File: config.mk
export PLATFORM = sky130hd
export DESIGN_NAME = m_dst_resolve_buf
export DESIGN_NICKNAME = d
export VERILOG_FILES = /design/src/rtl/m_dst_resolve_buf.sv
export SDC_FILE = /design/constraint.sdc
export NUM_CORES = 1
export LEC_CHECK = 0
export ABC_AREA = 1
export BUFFER_PORTS_ARGS = -buffer_cell sky130_fd_sc_hd__buf_2
export CAP_MARGIN = 30
export CORE_UTILIZATION = 45
export CTS_CLUSTER_SIZE = 12
export DETAILED_ROUTE_END_ITERATION = 12
export PLACE_DENSITY = 0.66
export REMOVE_ABC_BUFFERS = 1
export SYNTH_ARGS = -nofsm -noshare
export SYNTH_HDL_FRONTEND = slang
export SYNTH_SLANG_ARGS = --single-unit
File: constraint.sdc
create_clock -name clk -period 4.92 [get_ports clk]
set_input_delay 0.984 -clock clk [delete_from_list [all_inputs] [get_ports clk]]
set_output_delay 0.984 -clock clk [all_outputs]
set_load 0.02 [all_outputs]
File: src/rtl/m_dst_resolve_buf.sv
// m_dst_resolve_buf: in-order queue of M-stage write requests. Each request's
// real destination is resolved from its DM response, using the mode stored with
// the entry. The buffer drives a registered write-back to W and answers a
// conservative "destination may be pending" query for the hazard unit.
module m_dst_resolve_buf #(
    parameter int AW       = 5,
    parameter int DW       = 32,
    parameter int DEPTH    = 4,
    parameter int ALT_LSB  = 0,
    parameter int COND_BIT = 31
) (
    input  logic                     clk,
    input  logic                     reset,
    input  logic                     push_valid,
    output logic                     push_ready,
    input  logic [AW-1:0]            push_a3,
    input  logic [1:0]               push_mode,
    input  logic                     rsp_valid,
    input  logic [DW-1:0]            rsp_data,
    input  logic                     flush,
    input  logic [AW-1:0]            q_a3,
    output logic                     q_hit,
    output logic [$clog2(DEPTH):0]   count,
    output logic                     wb_valid,
    output logic [AW-1:0]            wb_a3,
    output logic [DW-1:0]            wb_data,
    output logic                     err
);

    localparam int PW = $clog2(DEPTH);
    localparam int CW = PW + 1;

    typedef enum logic [1:0] {
        MODE_FIXED    = 2'd0,
        MODE_DATA_DST = 2'd1,
        MODE_COND     = 2'd2,
        MODE_CHOOSE   = 2'd3
    } mode_e;

    logic [AW-1:0] a3_mem   [DEPTH];
    mode_e         mode_mem [DEPTH];
    logic [PW-1:0] rd_ptr;
    logic [PW-1:0] wr_ptr;
    logic [CW-1:0] cnt_q;
    // One extra bit: a second flush can land while earlier drops are still owed.
    logic [CW:0]   drop_cnt;

    logic          drop_hit;
    logic          pop;
    logic          rsp_orphan;
    logic          accept;
    logic [AW-1:0] alt;
    logic          cond;
    logic [AW-1:0] resolved;

    assign count      = cnt_q;
    assign push_ready = (cnt_q < CW'(DEPTH));
    assign drop_hit   = rsp_valid && (drop_cnt != '0);
    assign pop        = rsp_valid && (drop_cnt == '0) && (cnt_q != '0);
    assign rsp_orphan = rsp_valid && (drop_cnt == '0) && (cnt_q == '0);
    // A full buffer still takes a push when the oldest entry leaves in the same
    // cycle; the new entry lands behind the survivors so FIFO order is kept.
    assign accept     = push_valid && !flush && (push_ready || pop);
    assign alt        = rsp_data[ALT_LSB +: AW];
    assign cond       = rsp_data[COND_BIT];

    // Resolve the oldest entry's destination from its mode and the response
    always_comb begin
        resolved = a3_mem[rd_ptr];
        case (mode_mem[rd_ptr])
            MODE_FIXED:    resolved = a3_mem[rd_ptr];
            MODE_DATA_DST: resolved = alt;
            MODE_COND:     resolved = cond ? a3_mem[rd_ptr] : '0;
            MODE_CHOOSE:   resolved = cond ? a3_mem[rd_ptr] : alt;
            default:       resolved = a3_mem[rd_ptr];
        endcase
    end

    // Hazard query over live entries, excluding the one popped this cycle
    always_comb begin
        q_hit = 1'b0;
        for (int unsigned i = 0; i < DEPTH; i++) begin
            if ((CW'(i) < cnt_q) && !(i == 0 && pop) && (q_a3 != '0)) begin
                case (mode_mem[rd_ptr + PW'(i)])
                    MODE_FIXED, MODE_COND: begin
                        if (a3_mem[rd_ptr + PW'(i)] == q_a3) q_hit = 1'b1;
                    end
                    MODE_DATA_DST, MODE_CHOOSE: q_hit = 1'b1;
                    default: q_hit = 1'b1;
                endcase
            end
        end
    end

    // Entry storage; contents are only meaningful below the occupancy count
    always_ff @(posedge clk) begin
        if (accept) begin
            a3_mem[wr_ptr]   <= push_a3;
            mode_mem[wr_ptr] <= mode_e'(push_mode);
        end
    end

    // Pointers, occupancy, drop accounting, error flag and write-back register
    always_ff @(posedge clk or negedge reset) begin
        if (!reset) begin
            rd_ptr   <= '0;
            wr_ptr   <= '0;
            cnt_q    <= '0;
            drop_cnt <= '0;
            err      <= 1'b0;
            wb_valid <= 1'b0;
            wb_a3    <= '0;
            wb_data  <= '0;
        end else begin
            wb_valid <= pop && !flush;
            if (pop && !flush) begin
                wb_a3   <= resolved;
                wb_data <= rsp_data;
            end
            if (rsp_orphan) begin
                err <= 1'b1;
            end
            if (flush) begin
                rd_ptr   <= '0;
                wr_ptr   <= '0;
                cnt_q    <= '0;
                drop_cnt <= drop_cnt - (CW+1)'(drop_hit)
                          + (CW+1)'(cnt_q) - (CW+1)'(pop);
            end else begin
                if (drop_hit) drop_cnt <= drop_cnt - 1'b1;
                if (pop)      rd_ptr   <= rd_ptr + 1'b1;
                if (accept)   wr_ptr   <= wr_ptr + 1'b1;
                cnt_q <= cnt_q + CW'(accept) - CW'(pop);
            end
        end
    end

endmodule

==> impl_results.md, run 1 <==
- Top cells by area, synth: dfrtp_1 28%, nand2_1 23%, edfxtp_1 19%
- Asr flop ratio synth: 64.10%
- Hold Fails Final Rpt: 0
- Max Cap Viol: 0
- Rel. slew slack: 42.91%
- Met1 GRT Util: 27.81%
- ANT nets after route: 0
- Synth cell types: 32
- Crit Path Class: flip-flop to output pin
- Critical path launch point type: flip-flop
- Outcome: finished clean
- Critical Path Fanout Max: 16
- Yosys top cell by area: dfrtp_1
- GRT Total Usage: 21.49%
- Residual DRC: 0
- Met2 GRT Util: 35.71%
- 1st-iter DRT viols: 224
- Initial DRT Pass Iterations: 6
- RSZ-0062 raised after global routing: no
- Area Overhead vs Synth: 15.35%
- Yosys reg bits: 78
- Global route overflow: 0
- Clock Latency Late Sink: 0.37 ns
- Htree depth: 3
- Largest net degree at the start of global routing: 51
- Area after DPL: 4955 um2
- Vias in the first global route: 3656
- Post-synth EDFFs: 28
- Die W: 101.5 um
- Top-count cell post-synth: nand2_1
- Cts bufs inserted: 9
- PD cells: 464.7 nW/um2
- Initial antenna violation count: 0
- Primary FF master, synth: dfrtp_1
- PortBufs: 92
- # diodes: 0
- Worst setup EP type: output pin
- Share of the synthesized area in the top cell type: 28.06%
- Critical path data required time: 3.94 ns
- FF+latch area: 2092 um2
- Via count: 3899
- TNS Setup: 0 ns
- Worst Hold Class: flip-flop to flip-flop
- Met3 GRT Util: 4.624%
- Seq/Total Area, Yosys: 46.91%
- First-pass GRT wire length: 17.03 mm
- Largest buffer count on any clock path: 2
- Die ar.: 10310 um2
- Synth Cell Area: 4459 um2
- Num ports: 93
- Via-to-Cell Ratio: 4.942
- Routed wire length: 10.51 mm
- P_leak: 0.002794 uW
- Clock sinks: 78
- Synth cell count leaders: 275 x nand2_1, 50 x dfrtp_1, 50 x inv_1, 44 x nand3_1, 28 x edfxtp_1
- Share of cells above drive strength 1: 19.24%
- Final Instance Area: 5144 um2
- Post-layout min period: 3.716 ns
- Fmax: 0.2691 GHz
- Tcrit/Tclk final: 75.53%
- Slew Viols, Final: 0
- GR peak layer: met2
- Peak supply drop: 0.2404 mV
- CTS Hold Bufs: 0
- TritonCTS clock tree: done
- Fin Clk Skew: 0.01522 ns
- Number of filler cells placed in the layout: 909
- Rows: 35
- Initial core utilization: 47.36%
- WP data arrival: 2.73 ns
- Die height: 101.5 um
- Core area: 9415 um2
- Clock Pin Slew Worst Setup and Hold Paths: 0.09 ns
- Post-CTS setup buffer count: 0
- RePlAce Congestion: 0.8155
- Setup violators final: 0
- Post-Synthesis Cells: 568
- Multi-input logic area: 2004 um2
- Hpwl dp: 7.627 mm
- Worst-Margin Slew: 0.8532 ns
- Ys Warns: 0
- Synth Area per Inst: 7.851 um2
- Wire per inst: 13.32 um
- Power Total: 2390 uW
- CTS root buf: clkbuf_8
- Post-CTS sizing: 0
- Final nets: 723
## where the power goes
| group | switching [uW] | internal, uW | total, uW | leakage [uW] |
|---|---|---|---|---|
| Combinational | 623 | 346 | 968 | 0.00178 |
| Clock | 273 | 194 | 467 | 0.0000939 |
| Sequential | 106 | 849 | 955 | 0.000919 |
## layer usage
layer,wire [um],part of all wire (%)
met5,0,0
met1,4738,45
met2,5080,48
met3,490,4.7
met4,199,1.9
## logic make-up after synthesis
group	count (synthesis)	synth area share, %
and+or+nand+nor	358	33.14
xor gates and xnor gates	6	1.178
buffers and inverters	73	8.137
muxes	1	0.2245
AOI/OAI and AO/OA	33	4.405
adders and majority gates	19	6.005
DFF	78	46.91
## state kept, by name (all words and copies together) (netlist names)
register / flops
mode_mem: 8
wb_a3: 5
count: 3
wr_ptr: 2
a3_mem: 20
drop_cnt: 4
wb_data: 32
wb_valid: 1
rd_ptr: 2
err: 1
## final timing paths
| kind | startpoint | endpoint | slack [ns] | depth (start not counted) |
|---|---|---|---|---|
| max in group asynchronous | reset | wb_a3[4] | 3.77 | 2 |
| worst max-delay path | rd_ptr[0] | q_hit | 1.20 | 16 |
| min in group asynchronous | reset | count[1] | 0.72 | 2 |
| worst min register to register | wb_data[0] | wb_data[0] | 0.47 | 2 |
| worst min-delay path | wb_data[0] | wb_data[0] | 0.47 | 2 |
| worst max register to register | drop_cnt[0] | drop_cnt[2] | 1.58 | 16 |
## worst max-delay path: stages, from the launching register on
cell	delay (ns)
dfrtp_1	0.87
buf_4	0.31
nand2_1	0.10
nand2_4	0.17
nand2_1	0.10
nand2_1	0.07
nand2_1	0.04
nand2_1	0.06
nand2_1	0.06
nor2_1	0.10
nand2_1	0.07
nand2_1	0.06
nand2_1	0.05
nand2_1	0.05
inv_1	0.04
nand2_1	0.06
buf_2	0.16
## layout make-up
type	count	area share [%]
inverters	53	4.014
clock inverters	7	1.265
flip-flops and latches	78	40.67
repair buffers	96	9.535
multi-input cells	417	38.97
clock buffers	9	2.408
well taps	129	3.138
## cell usage in the layout (no fill, tap or decap), drive strengths merged
| cell | instances |
|---|---|
| o211ai | 6 |
| clkbuf | 9 |
| nand3 | 45 |
| nand3b | 1 |
| o21ai | 23 |
| inv | 57 |
| xnor2 | 2 |
| nor3 | 2 |
| dfrtp | 50 |
| a31oi | 2 |
| nor2 | 22 |
| mux2i | 1 |
| edfxtp | 28 |
| xor2 | 4 |
| clkinvlp | 1 |
| nand4 | 7 |
| a21oi | 1 |
| o21bai | 1 |
| fa | 4 |
| clkinv | 2 |
| buf | 96 |
| ha | 15 |
| nand2 | 281 |
## stage by stage
stage	std cells	hold WS (ns)	setup slack, ns	util [%]
2_1_floorplan	548	0.5157	1.780	-
3_3_place_gp	773	0.4480	1.574	52.62
3_5_place_dp	773	0.4530	1.513	52.62
4_1_cts	789	0.4765	1.192	54.63
5_1_grt	789	0.4964	0.9350	54.63
6_report	789	0.4724	1.204	54.63
No activity file was read; power rests on OpenSTA's default activity.
==> inputs of run 2 (changes only) <==
==> constraint.sdc (replaced) <==
create_clock -name clk -period 3.45 [get_ports clk]
set_input_delay 0.69 -clock clk [delete_from_list [all_inputs] [get_ports clk]]
set_output_delay 0.69 -clock clk [all_outputs]
set_load 0.02 [all_outputs]
==> run 2 against run 1 <==
  * Cell count grew 0.63%
  * Wire length is essentially flat
  * Via count grew 0.72%
  * Global-route usage shrank 0.23 points
  * Utilization grew 0.68 points
  * Critical path depth is the same
  * Non-clock buffer count grew 5
  * Sequential cell count is the same
  * Clock power grew 54%
  * Power grew 46%
  * Largest cell class unchanged
  * Clock skew shrank 0.0011 ns
==> impl_results.md, run 2 (synthesis results as in run 1) <==
- Worst Hold Class: primary input to asynchronous set/reset pin
- Routed wire length: 10.51 mm
- PortBufs: 92
- Largest registers: wb_data x32, a3_mem x20, mode_mem x8
- Htree depth: 3
- Hpwl dp: 7.676 mm
- First-pass GRT wire length: 16.82 mm
- Die height: 101.5 um
- NetSw: 1420 uW
- Via count: 3927
- Clock Pin Slew Worst Setup and Hold Paths: 0.10 ns
- Wire per inst: 13.24 um
- Clock sinks: 78
- Worst setup EP type: flip-flop
- Die W: 101.5 um
- 1st-iter DRT viols: 231
- PD cells: 672.4 nW/um2
- Worst-Margin Slew: 0.8320 ns
- CTS root buf: clkbuf_8
- Via-to-Cell Ratio: 4.946
- Post-layout min period: 3.183 ns
- Commonest non-fill, non-tap cell in the layout: nand2_1
- Critical path data required time: 3.67 ns
- Post-Layout Cell Count: 794
- Largest Register: wb_data
- Placed Instances: 774
- TNS Setup: 0 ns
- Sequential Power Share: 38.8%
- Critical Path Fanout Max: 6
- Fmax: 0.3142 GHz
- Clock Latency Late Sink: 0.36 ns
- RePlAce Congestion: 0.8623
- # diodes: 0
- Area Overhead vs Synth: 16.78%
- Initial antenna violation count: 0
- Logic pwr share: 40.7%
- Fin Clk Skew: 0.01416 ns
- Global route overflow: 0
- GRT Total Usage: 21.26%
- Initial DRT Pass Iterations: 6
- Core area: 9415 um2
- Max Cap Viol: 0
- Most frequent cells in the layout: 275 x nand2_1, 92 x buf_2, 50 x dfrtp_1
- Cts bufs inserted: 9
- Rel. slew slack: 44.33%
- Final Instance Area: 5207 um2
- Peak supply drop: 0.3990 mV
- CTS Hold Bufs: 0
- ANT nets after route: 0
- Share of cells above drive strength 1: 20.30%
- Slew Viols, Final: 0
- Die ar.: 10310 um2
- Crit Path Class: flip-flop to flip-flop
- Largest buffer count on any clock path: 2
- Vias in the first global route: 3613
- Tcrit/Tclk final: 92.25%
- Net Sw Frac: 40.56%
- Clock group share of total power: 20.5%
- WP data arrival: 3.41 ns
- Pint: 2081 uW
- Outcome: finished clean
- P_leak: 0.002830 uW
- TritonCTS clock tree: done
- Rows: 35
- Largest net degree at the start of global routing: 40
- Residual DRC: 0
- Setup violators final: 0
- Power Total: 3501 uW
- Max reg flops: 32
- R2R Setup Slk: 0.27 ns
- Area after DPL: 4975 um2
- Initial core utilization: 47.36%
- Num ports: 93
- Hold Fails Final Rpt: 0
- Critical path launch point type: flip-flop
- Final nets: 728
- RSZ-0062 raised after global routing: no
[run 2: changes by cell type in the layout (fill, tap and decap cells not counted)]
cell        change
buf_12          +1
inv_8           +1
inv_2           +3
clkinv_8        -1
bufinv_16       +1
clkinvlp_4      -1
inv_6           -1
clkinv_2        +1
buf_4           +4
inv_1           -3
[run 2: timing repair]
| action | in CTS | in global routing |
|---|---|---|
| buffers inserted | 0 | 4 |
| resized for setup | 0 | 3 |
| endpoints found under the setup margin | 0 | 2 |
[run 2: path summary, 6_finish.rpt]
check                      cells after the start         from     endpoint
max reg2reg                                   16  drop_cnt[1]  drop_cnt[2]
min in group clk                               2  wb_data[26]  wb_data[26]
min reg2reg                                    2  wb_data[26]  wb_data[26]
max in group asynchronous                      2        reset    rd_ptr[0]
max                                           16  drop_cnt[1]  drop_cnt[2]
min                                            1        reset  wb_data[22]
[run 2: final cells by class]
class	count	area (um2)
tap	129	161.4
timing repair buffer	101	540.5
fill	902	4208
sequential	78	2092
clock inverter	7	78.83
multi-input combinational	417	2004
clock buffer	9	123.9
inverter	53	206.4
[run 2: critical path: stages, from the launching register on]
cell and delay [ns]:
dfrtp_1 0.38, inv_2 0.10, ha_1 0.16, inv_1 0.06
nor3_4 0.20, nand3_2 0.12, inv_2 0.11, fa_1 0.45
fa_1 0.44, inv_1 0.07, ha_1 0.15, inv_1 0.05
fa_1 0.37, xor2_1 0.14, nand2_1 0.07, o211ai_1 0.09
o21ai_0 0.10
[run 2: metrics by stage]
| stage | hold WS [ns] | worst slack [ns] | util [%] |
|---|---|---|---|
| global route | 0.4428 | 0.01005 | 55.31 |
| floorplan | 0.3944 | 0.4020 | - |
| CTS | 0.4060 | 0.1288 | 54.99 |
| global placement | 0.4487 | 0.2252 | 52.84 |
| finish | 0.3931 | 0.2672 | 55.31 |
| detailed placement | 0.4530 | 0.1254 | 52.84 |
[run 2: per-layer routing]
metal | vias to the layer above | track usage (%) | wire length (um)
met5 | - | 0 | 0
li1 | 1982 | - | -
met3 | 15 | 4.762 | 524
met4 | 0 | 7.692 | 168
met1 | 1825 | 27.64 | 4711
met2 | 105 | 34.82 | 5107
[run 2: power by group through the flow]
stage | Sequential [uW] | Clock, uW | Combinational, uW
global route | 1390 | 776 | 1600
global placement | 1370 | 0 | 1380
CTS | 1360 | 733 | 1410
floorplan | 1620 | 0 | 685
finish | 1360 | 719 | 1420
detailed placement | 1370 | 0 | 1400
